[src/rtl/amdc_spi_pkg.sv]
// Shared types and default parameters for the SPI ADC master.
// Optional sample counter in the top is enabled by AMDC_SPI_SAMPLE_CNT_EN.
package amdc_spi_pkg;

  typedef logic [1:0] state_t;

  localparam state_t S_IDLE = 2'd0;
  localparam state_t S_CNV  = 2'd1;
  localparam state_t S_RX   = 2'd2;
  localparam state_t S_HOLD = 2'd3;

  localparam int DEF_NUM_CH  = 2;
  localparam int DEF_DATA_W  = 18;
  localparam int DEF_CLK_DIV = 16;
  localparam int DEF_TQUIET  = 54;

endpackage

[src/rtl/amdc_spi_rx_shifter.sv]
// Per-channel MSB-first serial-in shift register.
// One instance per ADC channel.
module amdc_spi_rx_shifter #(
  parameter int W = 18
) (
  input  logic         clk,
  input  logic         rst_n,
  input  logic         shift_en,
  input  logic         din,
  output logic [W-1:0] q
);

  always_ff @(posedge clk or negedge rst_n) begin
    if (!rst_n) begin
      q <= '0;
    end else if (shift_en) begin
      q <= {q[W-2:0], din};
    end
  end

endmodule

[src/rtl/amdc_spi_adc_master.sv]
// Multi-channel SPI ADC master: CNV strobe, shared SCLK, parallel MISO capture.
// Define AMDC_SPI_SAMPLE_CNT_EN to add the 16-bit sample_count output.
module amdc_spi_adc_master
  import amdc_spi_pkg::*;
#(
  parameter int NUM_CH      = DEF_NUM_CH,
  parameter int DATA_W      = DEF_DATA_W,
  parameter int CLK_DIV     = DEF_CLK_DIV,
  parameter int TQUIET1_CYC = DEF_TQUIET,
  parameter int TQUIET2_CYC = DEF_TQUIET
) (
  input  logic                     clk,
  input  logic                     rst_n,
  input  logic                     enable,
  input  logic                     mode,
  input  logic                     start,
  input  logic [NUM_CH-1:0]        miso,
  output logic                     sclk,
  output logic                     cnv,
  output logic [NUM_CH*DATA_W-1:0] sample_data,
  output logic                     sample_valid,
`ifdef AMDC_SPI_SAMPLE_CNT_EN
  output logic [15:0]              sample_count,
`endif
  output logic                     busy
);

  localparam int QMAX = (TQUIET1_CYC > TQUIET2_CYC) ? TQUIET1_CYC : TQUIET2_CYC;
  localparam int QW   = $clog2(QMAX + 1);
  localparam int DW   = $clog2(CLK_DIV);
  localparam int BW   = $clog2(DATA_W);

  state_t                     state;
  state_t                     state_nx;
  logic [QW-1:0]              q_cnt;
  logic [DW-1:0]              div_cnt;
  logic [DW-1:0]              div_nx;
  logic [BW-1:0]              bit_cnt;
  logic [NUM_CH*DATA_W-1:0]   shreg;
  logic                       shift_en;
  logic                       div_last;
  logic                       rx_done;
  logic                       q1_done;
  logic                       q2_done;

  assign shift_en = (state == S_RX) && (div_cnt == '0);
  assign div_last = div_cnt == DW'(CLK_DIV - 1);
  assign div_nx   = div_last ? '0 : div_cnt + 1'b1;
  assign rx_done  = div_last && (bit_cnt == BW'(DATA_W - 1));
  assign q1_done  = q_cnt == QW'(TQUIET1_CYC - 1);
  assign q2_done  = q_cnt == QW'(TQUIET2_CYC - 1);

  always_comb begin
    state_nx = state;
    unique case (state)
      S_IDLE: if (enable && (mode || start)) state_nx = S_CNV;
      S_CNV:  if (q1_done) state_nx = S_RX;
      S_RX:   if (rx_done) state_nx = S_HOLD;
      S_HOLD: if (q2_done) state_nx = (enable && mode) ? S_CNV : S_IDLE;
      default: state_nx = S_IDLE;
    endcase
  end

  // Outputs are registered from the next state so they never glitch.
  always_ff @(posedge clk or negedge rst_n) begin
    if (!rst_n) begin
      state        <= S_IDLE;
      q_cnt        <= '0;
      div_cnt      <= '0;
      bit_cnt      <= '0;
      sclk         <= 1'b0;
      cnv          <= 1'b0;
      busy         <= 1'b0;
      sample_valid <= 1'b0;
      sample_data  <= '0;
    end else begin
      state        <= state_nx;
      cnv          <= state_nx == S_CNV;
      busy         <= state_nx != S_IDLE;
      sample_valid <= 1'b0;
      if (state_nx != state) begin
        q_cnt <= '0;
      end else if (state == S_CNV || state == S_HOLD) begin
        q_cnt <= q_cnt + 1'b1;
      end
      if (state == S_RX && !rx_done) begin
        div_cnt <= div_nx;
        bit_cnt <= div_last ? bit_cnt + 1'b1 : bit_cnt;
        sclk    <= div_nx >= DW'(CLK_DIV / 2);
      end else begin
        div_cnt <= '0;
        bit_cnt <= '0;
        sclk    <= 1'b0;
      end
      if (state == S_RX && rx_done) begin
        sample_data  <= shreg;
        sample_valid <= 1'b1;
      end
    end
  end

`ifdef AMDC_SPI_SAMPLE_CNT_EN
  always_ff @(posedge clk or negedge rst_n) begin
    if (!rst_n) begin
      sample_count <= '0;
    end else if (state == S_RX && rx_done) begin
      sample_count <= sample_count + 1'b1;
    end
  end
`endif

  for (genvar g = 0; g < NUM_CH; g++) begin : g_ch
    amdc_spi_rx_shifter #(
      .W(DATA_W)
    ) u_shifter (
      .clk     (clk),
      .rst_n   (rst_n),
      .shift_en(shift_en),
      .din     (miso[g]),
      .q       (shreg[g*DATA_W +: DATA_W])
    );
  end

endmodule
[config.mk]
export PLATFORM = sky130hd
export DESIGN_NAME = amdc_spi_adc_master
export DESIGN_NICKNAME = d
export VERILOG_FILES = /design/src/rtl/amdc_spi_pkg.sv /design/src/rtl/amdc_spi_rx_shifter.sv /design/src/rtl/amdc_spi_adc_master.sv
export SDC_FILE = /design/constraint.sdc
export NUM_CORES = 1
export LEC_CHECK = 0
export CORE_UTILIZATION = 35
export DETAILED_ROUTE_END_ITERATION = 7
export PLACE_DENSITY = 0.57
export SYNTH_ARGS = -nofsm -noshare
export SYNTH_HDL_FRONTEND = slang
export SYNTH_SLANG_ARGS = --single-unit
[constraint.sdc]
create_clock -name clk -period 2.2 [get_ports clk]
set_input_delay 0.44 -clock clk [delete_from_list [all_inputs] [get_ports clk]]
set_output_delay 0.44 -clock clk [all_outputs]
set_load 0.05 [all_outputs]
After elaboration in Yosys (flattened, before gate mapping)
Index checks and enable logic that the tools add are counted.
Widths: inputs -> output; s select.
{"block": "word_totals", "regBits": 93, "input_bits": 7, "output_inout_bits": 40, "wordCells": 51}
{"block": "op_classes", "n_addsub": 3, "order_cmp": 1, "n_eq_ne": 9, "n_mux": 14, "reduce_logical": 13}
{"operator": "$mux 6", "n": 2}
{"operator": "$mux 5", "n": 2}
{"operator": "$mux 2", "n": 4}
{"operator": "$mux 4", "n": 2}
{"operator": "$pmux 2 s4", "n": 1}
{"operator": "$add 6x1->6 const B", "n": 1}
{"operator": "$eq 6x6->1 const B", "n": 1}
{"operator": "$logic_and 1x1->1", "n": 6}
{"operator": "$add 5x1->5 const B", "n": 1}
{"operator": "$eq 5x5->1 const B", "n": 1}
{"operator": "$add 4x1->4 const B", "n": 1}
{"operator": "$eq 2x1->1 const B", "n": 2}
{"operator": "$eq 2x2->1 const B", "n": 2}
{"operator": "$eq 4x4->1 const B", "n": 1}
{"operator": "$ge 4x4->1 const B", "n": 1}
{"operator": "$logic_not 4->1", "n": 1}
{"operator": "$reduce_bool 2->1", "n": 2}
{"operator": "$mux 1", "n": 3}
{"operator": "$logic_not 2->1", "n": 1}
{"operator": "$logic_or 1x1->1", "n": 2}
{"operator": "$ne 2x2->1", "n": 1}
{"operator": "$ne 2x2->1 const B", "n": 1}
{"operator": "$logic_not 1->1", "n": 1}

Depth between registers and ports, before layout
Gate-level depths: netlist of the first run.
{"block": "depth", "word_depth": 6, "mapped_depth": 7, "depth_no_buf": 6}

Hierarchy
A second synthesis of the first run with hierarchy kept.
{"block": "hier_totals", "cells_unflattened": 252, "hier_area_um2": 3883.7}
{"module": "amdc_spi_adc_master", "instances": 1, "cells_each": 176, "area_per_inst_um2": 2439.8, "seq_area_each_um2": 1426.4}
{"module": "amdc_spi_rx_shifter", "instances": 2, "cells_each": 38, "area_per_inst_um2": 721.9, "seq_area_each_um2": 450.4}

Least setup slack after synthesis of the first run
Ideal clock, no wire load.
{"block": "synth_timing", "kind": "flip-flop to flip-flop", "startpoint": "register div_cnt[0]", "endpoint": "register sample_data[10]", "setup_ns": 0.125, "t_arrival_ns": 1.573, "required_ns": 2.075, "slack_ns": 0.502, "path_stages_with_launch": 7, "n_path_buf": 1, "period_less_slack_ns": 1.698, "path_cell_list": "dfrtp_1 -> ha_1 -> nand3_2 -> nor4_4 -> nand2_4 -> buf_6 -> mux2_4"}
{"block": "synth_via", "elab_chain_len": 3}
{"item": "from (decl)", "line": "amdc_spi_adc_master.sv:36", "source": "logic [DW-1:0] div_cnt;"}
{"item": "from (signal assigned)", "line": "amdc_spi_adc_master.sv:87", "source": "div_cnt <= div_nx;"}
{"item": "$eq 4x4->1", "line": "amdc_spi_adc_master.sv:47", "source": "assign div_last = div_cnt == DW'(CLK_DIV - 1);"}
{"item": "$logic_and 1x1->1", "line": "amdc_spi_adc_master.sv:49", "source": "assign rx_done = div_last && (bit_cnt == BW'(DATA_W - 1));"}
{"item": "$logic_and 1x1->1", "line": "amdc_spi_adc_master.sv:95", "source": "if (state == S_RX && rx_done) begin"}
{"item": "to (signal assigned)", "line": "amdc_spi_adc_master.sv:96", "source": "sample_data <= shreg;"}
{"item": "to (decl)", "line": "amdc_spi_adc_master.sv:20", "source": "output logic [NUM_CH*DATA_W-1:0] sample_data,"}
No other way between the ends.
A chain may end at the register's enable or synchronous reset.

Final worst setup path of the first run
{"block": "layout_timing", "startpoint": "register sample_data[3]", "endpoint": "output port sample_data[3]"}
No word-level cell between the ends.

==> run metrics, run 1 <==
status finished clean; Post-Syn Area per Cell 15.0 sq um; Worst Tran Pin Value 0.573 ns; setup violators final 0; post-CTS setup buffer count 0; Vias about 2.1k; Starting Density 36.7%; Final ANT Viol Nets 0; CP Class flip-flop to primary output; cts repair resizes 0; DRT Wirelength about 6100 um; global-route wire length before repair about 11,000 um; Setup Skew roughly 0.0094 ns; Gate Count Post-Synth 256; Synth top area share between 60% and 70%; Global Route Usage Sum a little under an eighth; post-synth top area cell dfrtp_1; async set or reset register ratio after synthesis 100%; CTS root buf clkbuf_8; maximum clock rate about 0.50 GHz; commonest non-fill, non-tap cell in the layout dfrtp_1; clock-pin slew on the worst setup and hold paths 0.10 ns; crit path DAT roughly 1.6 ns; register area share after synthesis 60.6%; Syn Nets ~270; io pins between 40 and 50; Worst R2R Start div_cnt[0]$_DFF_PN0_; Max Cap Violations 0; Placed Area 4490 sq um; Worst-Skew Late Latency ~0.35 ns; worst vdd ir 0.361 mV; CTS max path bufs 2; ratio of cells with drive above 1 in the final layout around a third; unrepaired setup endpoints after global routing no; area of the die between 10,000 and 15,000 sq um; Slew HR between 60% and 70%; EDFF count, synth 0; CP cell instances clkdlybuf4s50_1; most frequent cells in the layout 93 x dfrtp_1, 45 x clkdlybuf4s50_1, 44 x mux2_2; Sink Count 93; port buffer count 46; CP bufs+invs 1; P&R area growth vs syn 22.0%; R2R cell count 6; Sum Neg Setup Slack 0 ns; reg2reg setup slack 0.34 ns; Worst path slowest cell clkdlybuf4s50_1; Max Slew Vio Count 0; Overall Power 3.40 mW; mean routed wirelength per cell around 14 um; Avg Vias per Cell approximately 4.7; CORE AREA about 10,000 sq um; Yosys warning total 0; crit end category primary output; post-synth cell types 36; DRT iter0 DRCs 39; post-synthesis register bit count 93; Nets 323; antenna fix cells 0; Final Critical Period about 2 ns; post-route cell area 4680 sq um; worst hold margin between 0.06 and 0.07 ns; crit-path max cell delay roughly 0.82 ns; mapped cell area about 3800 sq um; Die H ~110 um; largest net degree at the start of global routing 45; Worst R2R End sample_data[7]$_DFFE_PN0P_; critical-path maximum fanout 2; H-tree Lvls 3; grt ovf 0; part of the cycle the worst path needs between 90% and 100%; DR pass1 iterations 4; gp weighted congestion about 0.67; TritonCTS buffer count 9; CP Data Required Time about 1.8 ns; crit-path leading delay family buffers and inverters; Post-CTS Hold Fix Bufs 0; vias in the first global route roughly 2.2k; cells taking the most area after synthesis dfrtp_1 61%, mux2_2 13%, mux2_4 11%, ha_1 2.0%, nor2_1 1.6%; Leak 2.33 nW; Chip Width 107 um; CTS tree yes; CP Launch Type flip-flop; Final Hold Viols 0; num rows 37; DRC Markers 0; Min-Delay Path Class input port to async pin; Power Dens Cells about 730 nW/um^2; Synth Flop Type dfrtp_1; hpwl dp slightly below 4000 um; initial antenna violation count 0
==> kinds of logic (layout without fill, tap and decap cells) <==
group | count (synthesis) | in the layout | synth area share [%]
xor gates and xnor gates | 7 | 7 | 1.60
buffers and inverters | 16 | 74 | 2.28
and+or+nand+nor | 45 | 45 | 6.39
AOI/OAI and AO/OA | 16 | 16 | 2.93
muxes | 73 | 73 | 24.2
DFF | 93 | 93 | 60.6
adders and majority gates | 6 | 6 | 1.95
==> worst max path at each step <==
stage,startpoint,endpoint,depth (start not counted)
floorplan,div_cnt[0]$_DFF_PN0_,sample_data[10]$_DFFE_PN0P_,6
global placement,mode,q_cnt[5]$_DFFE_PN0P_,6
detailed placement,mode,q_cnt[4]$_DFFE_PN0P_,6
CTS,sample_data[3]$_DFFE_PN0P_,sample_data[3],1
global route,sample_data[22]$_DFFE_PN0P_,sample_data[22],1
finish,sample_data[3]$_DFFE_PN0P_,sample_data[3],1
==> cell type report <==
cell class                 count  area (sq um)
clock buffer                   9           124
clock inverter                 6          71.3
fill                         986          5780
inverter                       7          26.3
multi-input combinational    147          1430
sequential                    93          2330
tap                          136           170
timing repair buffer          52           541
==> flip-flops by register name, summed over array words and instances, names as in the netlist <==
signal	count
bit_cnt	5
cnv	1
sclk	1
sample_data	36
state	2
div_cnt	4
q_cnt	6
sample_valid	1
busy	1
g_ch.u_shifter.q	36
==> power by group <==
group	switching, mW	leakage, nW	internal [mW]
combinational	0.192	0.971	0.172
clock	0.596	0.0923	0.529
sequential	0.114	1.27	1.80
total	0.902	2.33	2.50
==> layer usage <==
metal  vias up  track usage (%)  routed length (um)
li1        999                -                   -
met1      1071             16.0                3070
met2        43             18.0                2740
met3         7             3.95                 259
met4         0             4.40                  80
met5         -                0                   0
==> cells in the mapped netlist, types with 2 or more instances <==
master and count:
mux2_4 29, nand3_1 5, xnor2_1 2, and3_1 2, nand3_2 2, nand2_1 9
inv_1 7, o21ai_0 2, ha_1 6, a211o_1 3, xor2_1 5, clkbuf_1 2
buf_2 4, nor2_1 16, a21oi_1 2, dfrtp_1 93, nand4_1 3, mux2_2 44
buf_6 3
==> per-stage QoR <==
stage	std cells	setup WS (ns)	utilization, %
after CTS	450	0.182	44.8
after global routing	450	0.131	44.8
after floorplan	256	0.502	-
after global placement	435	0.369	42.9
final	450	0.202	44.8
after detailed placement	435	0.332	42.9
No activity file was read; power rests on OpenSTA's default activity.
==> run 2, diff against run 1 <==
--- a/config.mk
+++ b/config.mk
@@ -5,9 +5,10 @@
 export SDC_FILE = /design/constraint.sdc
 export NUM_CORES = 1
 export LEC_CHECK = 0
-export CORE_UTILIZATION = 35
+export CORE_UTILIZATION = 40
 export DETAILED_ROUTE_END_ITERATION = 7
-export PLACE_DENSITY = 0.57
+export PLACE_DENSITY = 0.64
 export SYNTH_ARGS = -nofsm -noshare
 export SYNTH_HDL_FRONTEND = slang
 export SYNTH_SLANG_ARGS = --single-unit
+export TNS_END_PERCENT = 30
==> constraint.sdc (replaced) <==
create_clock -name clk -period 2.34 [get_ports clk]
set_input_delay 0.468 -clock clk [delete_from_list [all_inputs] [get_ports clk]]
set_output_delay 0.468 -clock clk [all_outputs]
set_load 0.05 [all_outputs]
==> run 2 against run 1 <==
  * Sequential share of layout area barely moved
  * First-iteration DRC count increased by 77%
  * Clock-buffer cell count stayed put
  * Routed wire length down 6.7%
  * Global-route usage up 0.71 points
  * Final cell count fell by 2.0%
  * Critical path depth stayed put
  * Largest cell class unchanged
  * Highest routed layer unchanged
==> run metrics, run 2 (synthesized netlist as in run 1, its figures left out) <==
CTS root buf clkbuf_8 (unchanged); unrepaired setup endpoints after global routing no (unchanged); Sink Count 93 (unchanged); initial antenna violation count 0 (unchanged); largest net degree at the start of global routing 39 (was 45); crit-path leading delay family buffers and inverters (unchanged); Avg Vias per Cell 4.72 (was 4.71); Die H 100 um (was 107 um); crit end category primary output (unchanged); part of the cycle the worst path needs 85.9%; Post-CTS Hold Fix Bufs 0 (unchanged); setup violators final 0 (unchanged); fin worst setup slack 0.331 ns (was 0.202 ns); Sum Neg Setup Slack 0 ns (unchanged); Chip Width 100 um (was 107 um); critical-path maximum fanout 2 (unchanged); area of the die 10000 sq um (was 11,400 sq um); antenna fix cells 0 (unchanged); DRT Wirelength 5730 um (was 6150 um); largest registers g_ch.u_shifter.q (36), sample_data (36), q_cnt (6) (unchanged); area taken by multi-input logic gates 1430 sq um (unchanged); Global Route Usage Sum 12.6% (was 11.9%); Slew HR 63.9% (was 61.8%); status finished clean (unchanged); P&R area growth vs syn 22.0% (about the same); Worst Tran Pin Value 0.542 ns (was 0.573 ns); Worst path slowest cell clkdlybuf4s50_1 (unchanged); clock-pin slew on the worst setup and hold paths 0.09 ns (was 0.10 ns); worst hold margin 0.0712 ns (was 0.0678 ns); CP Data Required Time 1.87 ns (was 1.76 ns); worst vdd ir 0.381 mV (was 0.361 mV); DR pass1 iterations 4 (unchanged); vias in the first global route 2,016 (was 2,155); CTS max path bufs 2 (unchanged); Min-Delay Path Class input port to async pin (unchanged); Max Slew Vio Count 0 (unchanged); Nets 322 (was 323); commonest non-fill, non-tap cell in the layout dfrtp_1 (unchanged); CP Launch Type flip-flop (unchanged); Leak 2.33 nW (about the same); io pins 47 (unchanged); most frequent cells in the layout 93 x dfrtp_1, 45 x clkdlybuf4s50_1, 44 x mux2_2 (unchanged); Max Cap Violations 0 (unchanged); grt ovf 0 (unchanged); Final Hold Viols 0 (unchanged); Register Area 2330 sq um (unchanged); DRC Markers 0 (unchanged); port buffer count 46 (unchanged); CTS tree yes (unchanged); Worst-Skew Late Latency 0.35 ns (about the same); Overall Power 3.26 mW (was 3.40 mW); CP Class flip-flop to primary output (unchanged); DRT iter0 DRCs 69 (was 39); H-tree Lvls 3 (unchanged); num rows 35 (was 37); Final ANT Viol Nets 0 (unchanged); Core Util, Final 50.4% (was 44.8%); ratio of cells with drive above 1 in the final layout 31.4% (was 31.8%); TritonCTS buffer count 9 (unchanged); hpwl dp 3790 um (was 3960 um); crit path DAT 1.54 ns (was 1.56 ns); fillcell total 834 (was 986); CP cell instances clkdlybuf4s50_1 (unchanged); post-CTS setup buffer count 0 (unchanged); Vias 2,080 (was 2,120); mean routed wirelength per cell 13.0 um (was 13.7 um); Final Critical Period around 2 ns; CORE AREA 9280 sq um (was 10,500 sq um); maximum clock rate approximately 0.50 GHz; Setup Skew 0.0118 ns (was 0.00944 ns); global-route wire length before repair 9740 um (was 10,500 um); dpl ws 0.330 ns (was 0.332 ns); Starting Density 41.4% (was 36.7%); crit-path max cell delay 0.81 ns (was 0.82 ns); CP bufs+invs 1 (unchanged); Power Dens Cells 696 nW/um^2 (was 727 nW/um^2); gp weighted congestion 0.755 (was 0.665); cts repair resizes 0 (unchanged)
## run 2: changes by cell type in the layout (fill, tap and decap cells not counted)
cell and delta:
buf_4 -1, bufinv_16 +1, clkinv_4 -1, inv_6 -2, inv_8 +1
## run 2: layout make-up
class | count | share of cell area, %
clock inverters | 5 | 1.84
inverters | 7 | 0.561
flip-flops and latches | 93 | 49.7
repair buffers | 51 | 11.4
multi-input cells | 147 | 30.4
clock buffers | 9 | 2.64
well taps | 129 | 3.45
## run 2: layer usage
metal / up-vias / wire [um] / GRT usage (%)
met2: 38 / 2580 / 18.5
li1: 1003 / - / -
met5: - / 0 / 0
met3: 4 / 223 / 3.69
met4: 0 / 53 / 5.69
met1: 1035 / 2870 / 17.5
## run 2: worst paths after layout
path / startpoint / to / slack (ns) / cells past startpoint
min in group clk: div_cnt[0]$_DFF_PN0_ / div_cnt[0]$_DFF_PN0_ / 0.49 / 1
worst max register to register: div_cnt[0]$_DFF_PN0_ / sample_data[23]$_DFFE_PN0P_ / 0.53 / 6
worst min-delay path: rst_n / sample_data[27]$_DFFE_PN0P_ / 0.07 / 1
worst min register to register: div_cnt[0]$_DFF_PN0_ / div_cnt[0]$_DFF_PN0_ / 0.49 / 1
worst max-delay path: sample_data[4]$_DFFE_PN0P_ / sample_data[4] / 0.33 / 1
max in group asynchronous: rst_n / state[0]$_DFF_PN0_ / 1.68 / 2
## run 2: through the flow
stage | area, sq um | instances
5_1_grt | 4680 | 441
4_1_cts | 4680 | 441
6_report | 4680 | 441
3_3_place_gp | 4470 | 427
2_1_floorplan | 3840 | 256
3_5_place_dp | 4470 | 427
## run 2: power by group
| part | total (mW) | internal, mW | leakage (nW) | switching, mW |
|---|---|---|---|---|
| Sequential | 1.80 | 1.69 | 1.27 | 0.103 |
| Combinational | 0.334 | 0.158 | 0.966 | 0.176 |
| Clock | 1.13 | 0.597 | 0.0993 | 0.533 |
| Total | 3.26 | 2.45 | 2.33 | 0.812 |
